`config.mk`:
```
export PLATFORM = sky130hd
export DESIGN_NAME = feed_forward_layer_flat
export DESIGN_NICKNAME = d
export VERILOG_FILES = /design/src/rtl/feed_forward_layer_if.sv /design/src/rtl/feed_forward_layer.sv /design/src/flat_wrapper.sv
export SDC_FILE = /design/constraint.sdc
export NUM_CORES = 2
export LEC_CHECK = 0
export ABC_CLOCK_PERIOD_IN_PS = 11900
export BUFFER_PORTS_ARGS = -buffer_cell sky130_fd_sc_hd__buf_2
export CAP_MARGIN = 30
export CELL_PAD_IN_SITES_DETAIL_PLACEMENT = 0
export CELL_PAD_IN_SITES_GLOBAL_PLACEMENT = 1
export CORE_MARGIN = 5
export CORE_UTILIZATION = 48
export CTS_CLUSTER_DIAMETER = 50
export DETAILED_ROUTE_END_ITERATION = 8
export PLACE_DENSITY = 0.78
export SLEW_MARGIN = 15
export SYNTH_ARGS = -nofsm -noshare
export SYNTH_HDL_FRONTEND = slang
export SYNTH_SLANG_ARGS = --single-unit
```
`constraint.sdc`:
```
create_clock -name clk -period 11.9 [get_ports clk]
set_input_delay 2.38 -clock clk [delete_from_list [all_inputs] [get_ports clk]]
set_output_delay 2.38 -clock clk [all_outputs]
set_load 0.005 [all_outputs]
```
`src/rtl/feed_forward_layer_if.sv`:
```
// Bus bundle for feed_forward_layer: input-vector stream, weight/bias
// write port and result stream. The layer itself uses the slave view.
interface feed_forward_layer_if #(
  parameter int DATA_WIDTH    = 32,
  parameter int ADDRESS_WIDTH = 5
);
  logic                     i_valid;
  logic [DATA_WIDTH-1:0]    i_data;
  logic                     o_in_ready;

  logic                     i_w_we;
  logic [ADDRESS_WIDTH-1:0] i_w_addr;
  logic [DATA_WIDTH-1:0]    i_w_data;
  logic                     i_b_we;
  logic [ADDRESS_WIDTH-1:0] i_b_addr;
  logic [DATA_WIDTH-1:0]    i_b_data;
  logic                     o_w_ready;

  logic                     o_valid;
  logic [DATA_WIDTH-1:0]    o_data;
  logic [ADDRESS_WIDTH-1:0] o_node;
  logic                     o_last;
  logic                     i_ready;

  modport slave (
    input  i_valid, i_data, i_w_we, i_w_addr, i_w_data,
           i_b_we, i_b_addr, i_b_data, i_ready,
    output o_in_ready, o_w_ready, o_valid, o_data, o_node, o_last
  );

  modport master (
    output i_valid, i_data, i_w_we, i_w_addr, i_w_data,
           i_b_we, i_b_addr, i_b_data, i_ready,
    input  o_in_ready, o_w_ready, o_valid, o_data, o_node, o_last
  );
endinterface

```
`src/rtl/feed_forward_layer.sv`:
```
// Fully connected layer, one neuron at a time with a single MAC.
// Collects an input vector, then for each output node presets the
// accumulator with the scaled bias, runs one MAC per input element,
// and presents a rounded-down, saturated (optionally ReLU'd) result.
//
// state   | meaning
// LOAD    | collecting input elements; weight/bias writes open while empty
// COMPUTE | step 0 presets bias, steps 1..N accumulate x[k]*w[node][k]
// OUTPUT  | result held on o_data until the consumer takes it
module feed_forward_layer #(
  parameter int DATA_WIDTH            = 32,
  parameter int FRAC_BITS             = 16,
  parameter int NUMBER_OF_INPUT_NODE  = 2,
  parameter int NUMBER_OF_OUTPUT_NODE = 4,
  parameter int ADDRESS_WIDTH         = 5,
  parameter int ACTIVATION            = 1
) (
  input logic clk,
  input logic rst,
  feed_forward_layer_if.slave bus
);

  localparam int DW      = DATA_WIDTH;
  localparam int NI      = NUMBER_OF_INPUT_NODE;
  localparam int NO      = NUMBER_OF_OUTPUT_NODE;
  localparam int ACC_W   = 2 * DW + $clog2(NI) + 1;
  localparam int W_DEPTH = NI * NO;
  localparam int W_IDX_W = (W_DEPTH > 1) ? $clog2(W_DEPTH) : 1;
  localparam int B_IDX_W = (NO > 1) ? $clog2(NO) : 1;
  localparam int X_IDX_W = (NI > 1) ? $clog2(NI) : 1;
  localparam int STEP_W  = $clog2(NI + 1);

  typedef enum logic [1:0] {LOAD, COMPUTE, OUTPUT} state_t;

  state_t state, state_next;

  logic [X_IDX_W-1:0]       elem_cnt;
  logic [STEP_W-1:0]        step;
  logic [ADDRESS_WIDTH-1:0] node;
  logic signed [ACC_W-1:0]  acc;

  // Weights, biases and the captured vector are plain storage without reset.
  logic [DW-1:0] x_mem [NI];
  logic [DW-1:0] w_mem [W_DEPTH];
  logic [DW-1:0] b_mem [NO];

  logic in_hs, last_elem, last_step, last_node, wr_open;
  logic [X_IDX_W-1:0]        mac_idx;
  logic [W_IDX_W-1:0]        w_rd_idx;
  logic [B_IDX_W-1:0]        b_rd_idx;
  logic [DW-1:0]             x_word, w_word, b_word;
  logic signed [2*DW-1:0]    x_ext, w_ext, prod;
  logic signed [ACC_W-1:0]   prod_ext, acc_next, bias_ext, shifted;
  logic [ACC_W-DW:0]         upper;
  logic [DW-1:0]             sat_val, result;

  assign in_hs     = (state == LOAD) && bus.i_valid;
  assign last_elem = (elem_cnt == X_IDX_W'(NI - 1));
  assign last_step = (step == STEP_W'(NI));
  assign last_node = (node == ADDRESS_WIDTH'(NO - 1));
  assign wr_open   = (state == LOAD) && (elem_cnt == '0);

  // MAC datapath and result shaping (floor shift, saturate, activation).
  always_comb begin
    mac_idx  = X_IDX_W'(step - 1'b1);
    w_rd_idx = W_IDX_W'(32'(node) * NI + 32'(mac_idx));
    b_rd_idx = B_IDX_W'(node);
    x_word   = x_mem[mac_idx];
    w_word   = w_mem[w_rd_idx];
    b_word   = b_mem[b_rd_idx];
    x_ext    = $signed({{DW{x_word[DW-1]}}, x_word});
    w_ext    = $signed({{DW{w_word[DW-1]}}, w_word});
    prod     = x_ext * w_ext;
    prod_ext = $signed({{(ACC_W-2*DW){prod[2*DW-1]}}, prod});
    acc_next = acc + prod_ext;
    bias_ext = $signed({{(ACC_W-DW){b_word[DW-1]}}, b_word}) <<< FRAC_BITS;
    shifted  = acc_next >>> FRAC_BITS;
    upper    = shifted[ACC_W-1:DW-1];
    if ((&upper) || !(|upper)) begin
      sat_val = shifted[DW-1:0];
    end else if (shifted[ACC_W-1]) begin
      sat_val = {1'b1, {(DW-1){1'b0}}};
    end else begin
      sat_val = {1'b0, {(DW-1){1'b1}}};
    end
    result = sat_val;
    if (ACTIVATION == 1 && sat_val[DW-1]) begin
      result = '0;
    end
  end

  // State register.
  always_ff @(posedge clk) begin
    if (rst) state <= LOAD;
    else     state <= state_next;
  end

  // Next-state decode and handshake outputs.
  always_comb begin
    state_next     = state;
    bus.o_in_ready = 1'b0;
    bus.o_valid    = 1'b0;
    bus.o_w_ready  = wr_open;
    case (state)
      LOAD: begin
        bus.o_in_ready = 1'b1;
        if (bus.i_valid && last_elem) state_next = COMPUTE;
      end
      COMPUTE: begin
        if (last_step) state_next = OUTPUT;
      end
      OUTPUT: begin
        bus.o_valid = 1'b1;
        if (bus.i_ready) state_next = last_node ? LOAD : COMPUTE;
      end
      default: state_next = LOAD;
    endcase
  end

  // Counters, accumulator and registered result.
  always_ff @(posedge clk) begin
    if (rst) begin
      elem_cnt   <= '0;
      step       <= '0;
      node       <= '0;
      acc        <= '0;
      bus.o_data <= '0;
      bus.o_node <= '0;
      bus.o_last <= 1'b0;
    end else begin
      case (state)
        LOAD: begin
          step <= '0;
          if (in_hs) begin
            elem_cnt <= last_elem ? '0 : elem_cnt + 1'b1;
            if (last_elem) node <= '0;
          end
        end
        COMPUTE: begin
          step <= last_step ? '0 : step + 1'b1;
          acc  <= (step == '0) ? bias_ext : acc_next;
          if (last_step) begin
            bus.o_data <= result;
            bus.o_node <= node;
            bus.o_last <= last_node;
          end
        end
        OUTPUT: begin
          if (bus.i_ready) begin
            if (last_node) begin
              node     <= '0;
              elem_cnt <= '0;
            end else begin
              node <= node + 1'b1;
            end
          end
        end
        default: ;
      endcase
    end
  end

  // Vector capture and gated weight/bias writes (out-of-range addresses dropped).
  always_ff @(posedge clk) begin
    if (in_hs) x_mem[elem_cnt] <= bus.i_data;
    if (wr_open && bus.i_w_we && (32'(bus.i_w_addr) < W_DEPTH))
      w_mem[W_IDX_W'(bus.i_w_addr)] <= bus.i_w_data;
    if (wr_open && bus.i_b_we && (32'(bus.i_b_addr) < NO))
      b_mem[B_IDX_W'(bus.i_b_addr)] <= bus.i_b_data;
  end

endmodule

```
`src/flat_wrapper.sv`:
```
// flat-port wrapper written by rule: the top's interface ports become plain ports
module feed_forward_layer_flat 
#(
  parameter int DATA_WIDTH            = 32,
  parameter int FRAC_BITS             = 16,
  parameter int NUMBER_OF_INPUT_NODE  = 2,
  parameter int NUMBER_OF_OUTPUT_NODE = 4,
  parameter int ADDRESS_WIDTH         = 5,
  parameter int ACTIVATION            = 1
)
  (clk, rst, bus_i_valid, bus_i_data, bus_i_w_we, bus_i_w_addr, bus_i_w_data, bus_i_b_we, bus_i_b_addr, bus_i_b_data, bus_i_ready, bus_o_in_ready, bus_o_w_ready, bus_o_valid, bus_o_data, bus_o_node, bus_o_last);
  feed_forward_layer_if #(.DATA_WIDTH(DATA_WIDTH), .ADDRESS_WIDTH(ADDRESS_WIDTH)) bus_i ();
  input logic clk;
  input logic rst;
  input wire logic [$bits(bus_i.i_valid)-1:0] bus_i_valid;
  input wire logic [$bits(bus_i.i_data)-1:0] bus_i_data;
  input wire logic [$bits(bus_i.i_w_we)-1:0] bus_i_w_we;
  input wire logic [$bits(bus_i.i_w_addr)-1:0] bus_i_w_addr;
  input wire logic [$bits(bus_i.i_w_data)-1:0] bus_i_w_data;
  input wire logic [$bits(bus_i.i_b_we)-1:0] bus_i_b_we;
  input wire logic [$bits(bus_i.i_b_addr)-1:0] bus_i_b_addr;
  input wire logic [$bits(bus_i.i_b_data)-1:0] bus_i_b_data;
  input wire logic [$bits(bus_i.i_ready)-1:0] bus_i_ready;
  output wire logic [$bits(bus_i.o_in_ready)-1:0] bus_o_in_ready;
  output wire logic [$bits(bus_i.o_w_ready)-1:0] bus_o_w_ready;
  output wire logic [$bits(bus_i.o_valid)-1:0] bus_o_valid;
  output wire logic [$bits(bus_i.o_data)-1:0] bus_o_data;
  output wire logic [$bits(bus_i.o_node)-1:0] bus_o_node;
  output wire logic [$bits(bus_i.o_last)-1:0] bus_o_last;
  assign bus_i.i_valid = bus_i_valid;
  assign bus_i.i_data = bus_i_data;
  assign bus_i.i_w_we = bus_i_w_we;
  assign bus_i.i_w_addr = bus_i_w_addr;
  assign bus_i.i_w_data = bus_i_w_data;
  assign bus_i.i_b_we = bus_i_b_we;
  assign bus_i.i_b_addr = bus_i_b_addr;
  assign bus_i.i_b_data = bus_i_b_data;
  assign bus_i.i_ready = bus_i_ready;
  assign bus_o_in_ready = bus_i.o_in_ready;
  assign bus_o_w_ready = bus_i.o_w_ready;
  assign bus_o_valid = bus_i.o_valid;
  assign bus_o_data = bus_i.o_data;
  assign bus_o_node = bus_i.o_node;
  assign bus_o_last = bus_i.o_last;
  feed_forward_layer #(.DATA_WIDTH(DATA_WIDTH), .FRAC_BITS(FRAC_BITS), .NUMBER_OF_INPUT_NODE(NUMBER_OF_INPUT_NODE), .NUMBER_OF_OUTPUT_NODE(NUMBER_OF_OUTPUT_NODE), .ADDRESS_WIDTH(ADDRESS_WIDTH), .ACTIVATION(ACTIVATION)) u_core (.clk(clk), .rst(rst), .bus(bus_i));
endmodule
```
# After elaboration in Yosys (flattened, before gate mapping)
# Memory sizes are Yosys's and may differ from the RTL's. A register that Yosys moved wholly into a read port is not among the register bits.
# Cells that the tools add are included.
# word_totals
regBits,114
ramBits,448
inputBits,112
memories,3
# mem_list
name,words,word_bits,read_ports,rd_clocked_by_memory_dff,wr,line,source
u_core.w_mem,8,32,1,0,1,feed_forward_layer.sv:44,logic [DW-1:0] w_mem [W_DEPTH];
u_core.b_mem,4,32,1,1,1,feed_forward_layer.sv:45,logic [DW-1:0] b_mem [NO];
u_core.x_mem,2,32,1,0,1,feed_forward_layer.sv:43,logic [DW-1:0] x_mem [NI];
# op_classes
add_sub_neg,6
mul,1
order_cmp,2
n_eq_ne,10
mux,31
bitwise_logic,1
n_reduce_logical,19
# op_table
cell,count
$add A66 B64 Y66,1
$mux W66,1
$mul A32 B32 Y64,1
$mux W32,2
$mux W31,1
$mux W5,4
$reduce_and A19 Y1,1
$reduce_or A19 Y1,1
$mux W1,13
$mux W2,6
$pmux W5 S2,1
$ne A2 B1 Y1 const B,4
$reduce_and A4 Y1,2
$logic_and A1 B1 Y1,7
$pmux W2 S3,1
$add A5 B1 Y5 const B,1
$eq A5 B2 Y1 const B,1
$lt A5 B3 Y1 const B,1
$lt A5 B4 Y1 const B,1
$eq A2 B2 Y1 const B,2
$logic_not A2 Y1,2
$ne A2 B2 Y1 const B,2
$pmux W2 S2,1
$reduce_bool A2 Y1,2
11 further kinds,11

# Depth between registers and ports, before layout
# An unclocked memory read counts as a cell.
# depth
depth_word,10
ltp_mapped,37
depth_no_buf,30

# Least setup slack after synthesis
# No wires, ideal clock.
# synth_path
kind,register to register
startpoint,register u_core.step[0]
endpoint,register u_core.bus.o_data[5]
setup_time_ps,122
arrival_time_ps,11064
required_time_ps,11778
setup_slack_ps,714
path_stages_with_launch,34
n_path_buf,6
path_cell_list,dfxtp_1 clkbuf_1 buf_1 mux4_2 mux2_2 clkbuf_1 nand2_1 fa_1 fa_1 inv_1 fa_1 inv_1 fa_1 inv_1 fa_1 fa_1 fa_1 inv_1 fa_1 inv_1 ha_1 clkbuf_1 a21oi_1 o21ai_0 a21oi_1 or4_1 clkbuf_1 o31ai_1 a21oi_1 xnor2_1 or4_1 o31a_1 buf_6 a221o_1
# synth_between
elab_chain_len,10
word_cells_on_any_way,15
# synth_lines
element,line,source
start: declaration,feed_forward_layer.sv:38,logic [STEP_W-1:0] step;
start signal: assignment,feed_forward_layer.sv:140,step <= last_step ? '0 : step + 1'b1;
$sub A1 B1 Y1,feed_forward_layer.sv:65,mac_idx = X_IDX_W'(step - 1'b1);
$add A3 B1 Y3,feed_forward_layer.sv:66,w_rd_idx = W_IDX_W'(32'(node) * NI + 32'(mac_idx));
$mem_v2 Z8 W32,--,
$mul A32 B32 Y64,feed_forward_layer.sv:73,prod = x_ext * w_ext;
$add A66 B64 Y66,feed_forward_layer.sv:75,acc_next = acc + prod_ext;
$reduce_or A19 Y1,feed_forward_layer.sv:79,if ((&upper) || !(|upper)) begin
$logic_not A1 Y1,feed_forward_layer.sv:79,
$logic_or A1 B1 Y1,feed_forward_layer.sv:79,
$mux W32,feed_forward_layer.sv:79,
$mux W31,feed_forward_layer.sv:87,if (ACTIVATION == 1 && sat_val[DW-1]) begin
end signal: assignment,feed_forward_layer.sv:143,bus.o_data <= result;
end: declaration,feed_forward_layer_if.sv:28,"output o_in_ready, o_w_ready, o_valid, o_data, o_node, o_last"
# Several ways; a longest one is shown, not always the timed one.
# A chain may end at the register's enable or synchronous reset.

# Worst setup path after layout
# layout_path
startpoint,register u_core.step[0]
endpoint,register u_core.bus.o_data[0]
# Same word-level chain as after synthesis.

==> results.cfg <==
[yosys]
netlist_instances = 5623
yosys.area.top_type = fa_1
synth_area_leaders = fa_1 40%, edfxtp_1 22%, inv_1 7.6%
async_flop_share = 0
yosys.area.top_type_share = 0.402
synthFlopType = edfxtp_1
synth_area_per_cell_um2 = 10.9
ys_types = 81
synth_seq_cells = 563
synthesis.nets = 7191
synth_edf_count = 448
synth_area_mm2 = 0.0614
ys_seq_area_frac = 0.256
yosys_warnings = 0

[clock_network]
clock-sinks = 563
clkTransAtPathRegs_ns = 0.06
post_cts_resized = 0
cts.hold.buffers_added = 0
clk_latency_ns = 0.70
cts_setup_buffers = 0
cts.path.max_buffers = 3
htree_levels = 3
cts_root_buffer = clkbuf_16
cts_buffers = 71
cts_tree = done

[timing]
setup_viol = 0
skew_ns = 0.0535
slew_headroom = 0.316
max_clock_freq_mhz = 89.4
final.period_utilization = 0.940
slew_viol_final = 0
worst_pin_slew_ns = 1.01
fin_crit_ns = 11.18
rsz0062_at_grt = false
hold_viol = 0
tns_ns = 0

[critical_path]
timing.rr.end = u_core.bus.o_data[0]
r2r_start = u_core.step[0]
cp-end-kind = flip-flop
r2r_cells = 31
reg2reg_slack_ns = 0.72
cp.arrival_ns = 11.75
critPathRequiredTime_ns = 12.47
path_max_fanout = 40
path_class = reg -> reg
cp-start-kind = flip-flop
cp_common_cell = fa_1
cp_slowest_cell = mux2i_4
crit_path_max_incr_delay_ns = 0.64
crit_start = u_core.step[0]

[cells_and_area]
syn2layout_area_growth_pct = 8.96
seqCellArea_mm2 = 0.0158
nFillCells = 11100
drive_gt1_frac = 0.106
multi_input_area_mm2 = 0.0402
nets = 7254

[route]
drt_iter0_drc = 3437
drcViolationCount = 0
via_per_inst = 5.54
drtPass1Iterations = 5
wl_per_cell_um = 23.9
wirelength_mm = 177
ant_nets = 0
via_count = 41100

[global_route]
grt_pass1_vias = 44600
antenna_found_initial = 14
grt_pass1_wl_mm = 274
grt_max_degree = 60
grt_overflow = 0
grt_usage = 0.269

[run_status]
status = finished clean

[worst_hold_path]
hold_path_depth = 2
hold_start = u_core.acc[6]
hp-class = reg -> reg
holdPathEnd = u_core.acc[6]

[placement]
io_buffers = 151
hpwlAfterDp_mm = 145
place_congestion = 0.929

[floorplanning]
dieArea_mm2 = 0.135
die_h_um = 368
rows = 131
ioPinCount = 153
coreArea_mm2 = 0.127
initial_core_util = 0.482
die_w_um = 368

[job]
maxCapViolCount = 0
==> sequential cells by signal (all words and copies together), names as in the netlist, named ones only <==
name	cells
u_core.b_mem	128
u_core.bus.o_node	5
u_core.w_mem	256
u_core.bus.o_last	1
u_core.x_mem	64
u_core.node	5
u_core.acc	66
u_core.bus.o_data	31
u_core.elem_cnt	1
u_core.state	2
u_core.step	2
==> layer usage <==
metal	part of all wire	up-vias	GRT usage	wire [um]
met5	0.00030	-	0	53
met4	0.040	8	0.0945	7180
met3	0.077	346	0.0573	13700
met2	0.49	1641	0.450	86400
met1	0.39	21600	0.352	69900
li1	-	17500	-	-
==> layout make-up <==
cell class              count  share of cell area
flip-flops and latches    563               0.235
clock buffers              86              0.0286
well taps                1662              0.0311
inverters                1246              0.0699
repair buffers            266              0.0258
clock inverters            45             0.00869
multi-input cells        3538               0.600
diodes                      7            0.000262
==> cell usage after synthesis, types with 35 or more instances <==
| library cell | number |
|---|---|
| a21oi_1 | 131 |
| nand4_1 | 35 |
| dfxtp_1 | 115 |
| xnor2_1 | 53 |
| o21ai_0 | 52 |
| nand2_1 | 675 |
| edfxtp_1 | 448 |
| inv_1 | 1245 |
| mux2_2 | 57 |
| fa_1 | 1233 |
| mux2i_1 | 56 |
| clkbuf_1 | 221 |
| buf_1 | 35 |
| and2_1 | 36 |
| mux4_2 | 96 |
| ha_1 | 223 |
| nor2_1 | 552 |
==> cells by family after synthesis <==
logic type,share of synthesized area
fa+ha+maj,0.447
mux,0.0548
flops,0.256
simple gates,0.0937
buf+inv,0.0938
xor+xnor,0.0110
other cells,0.0000610
compound gates,0.0432
==> how the worst max path moves through the flow <==
stage                            end  slack [ns]
6_report        u_core.bus.o_data[0]        0.72
5_1_grt        u_core.bus.o_data[12]        0.22
4_1_cts         u_core.bus.o_data[0]        0.81
3_5_place_dp    u_core.bus.o_data[0]        0.87
3_3_place_gp   u_core.bus.o_data[11]        0.84
2_1_floorplan   u_core.bus.o_data[5]        0.71
==> per-stage QoR <==
| step | hold slack (ns) | worst slack (ns) | utilization | std cells | area, um2 |
|---|---|---|---|---|---|
| 2_1_floorplan | 0.432 | 0.714 | - | 5623 | 61400 |
| 3_3_place_gp | 0.443 | 0.837 | 0.505 | 7266 | 64300 |
| 3_5_place_dp | 0.448 | 0.867 | 0.506 | 7273 | 64400 |
| 4_1_cts | 0.456 | 0.811 | 0.525 | 7404 | 66900 |
| 5_1_grt | 0.498 | 0.220 | 0.526 | 7407 | 66900 |
| 6_report | 0.452 | 0.716 | 0.526 | 7413 | 67000 |
==> cell usage in the layout, fill, tap and decap left out, types with 35 or more instances in the layout <==
master / instances
dfxtp_1: 111
o21ai_0: 52
edfxtp_1: 448
buf_2: 151
nand4_1: 35
fa_1: 1233
nand2_1: 673
buf_4: 104
xnor2_1: 53
mux2_2: 57
ha_1: 223
a21oi_1: 131
inv_1: 1244
mux4_2: 96
clkbuf_16: 74
and2_1: 35
nor2_1: 544
==> worst max-delay path: cells and delay by family (launching register included) <==
kind | cells | cell delay, ns
compound gates | 6 | 2.17
fa+ha+maj | 9 | 4.37
buf+inv | 8 | 1.33
flops | 1 | 0.55
mux | 2 | 1.22
simple gates | 6 | 1.32
Power is not shown: default switching activity piles up to over one toggle a cycle in this logic, so the estimate is an artifact.
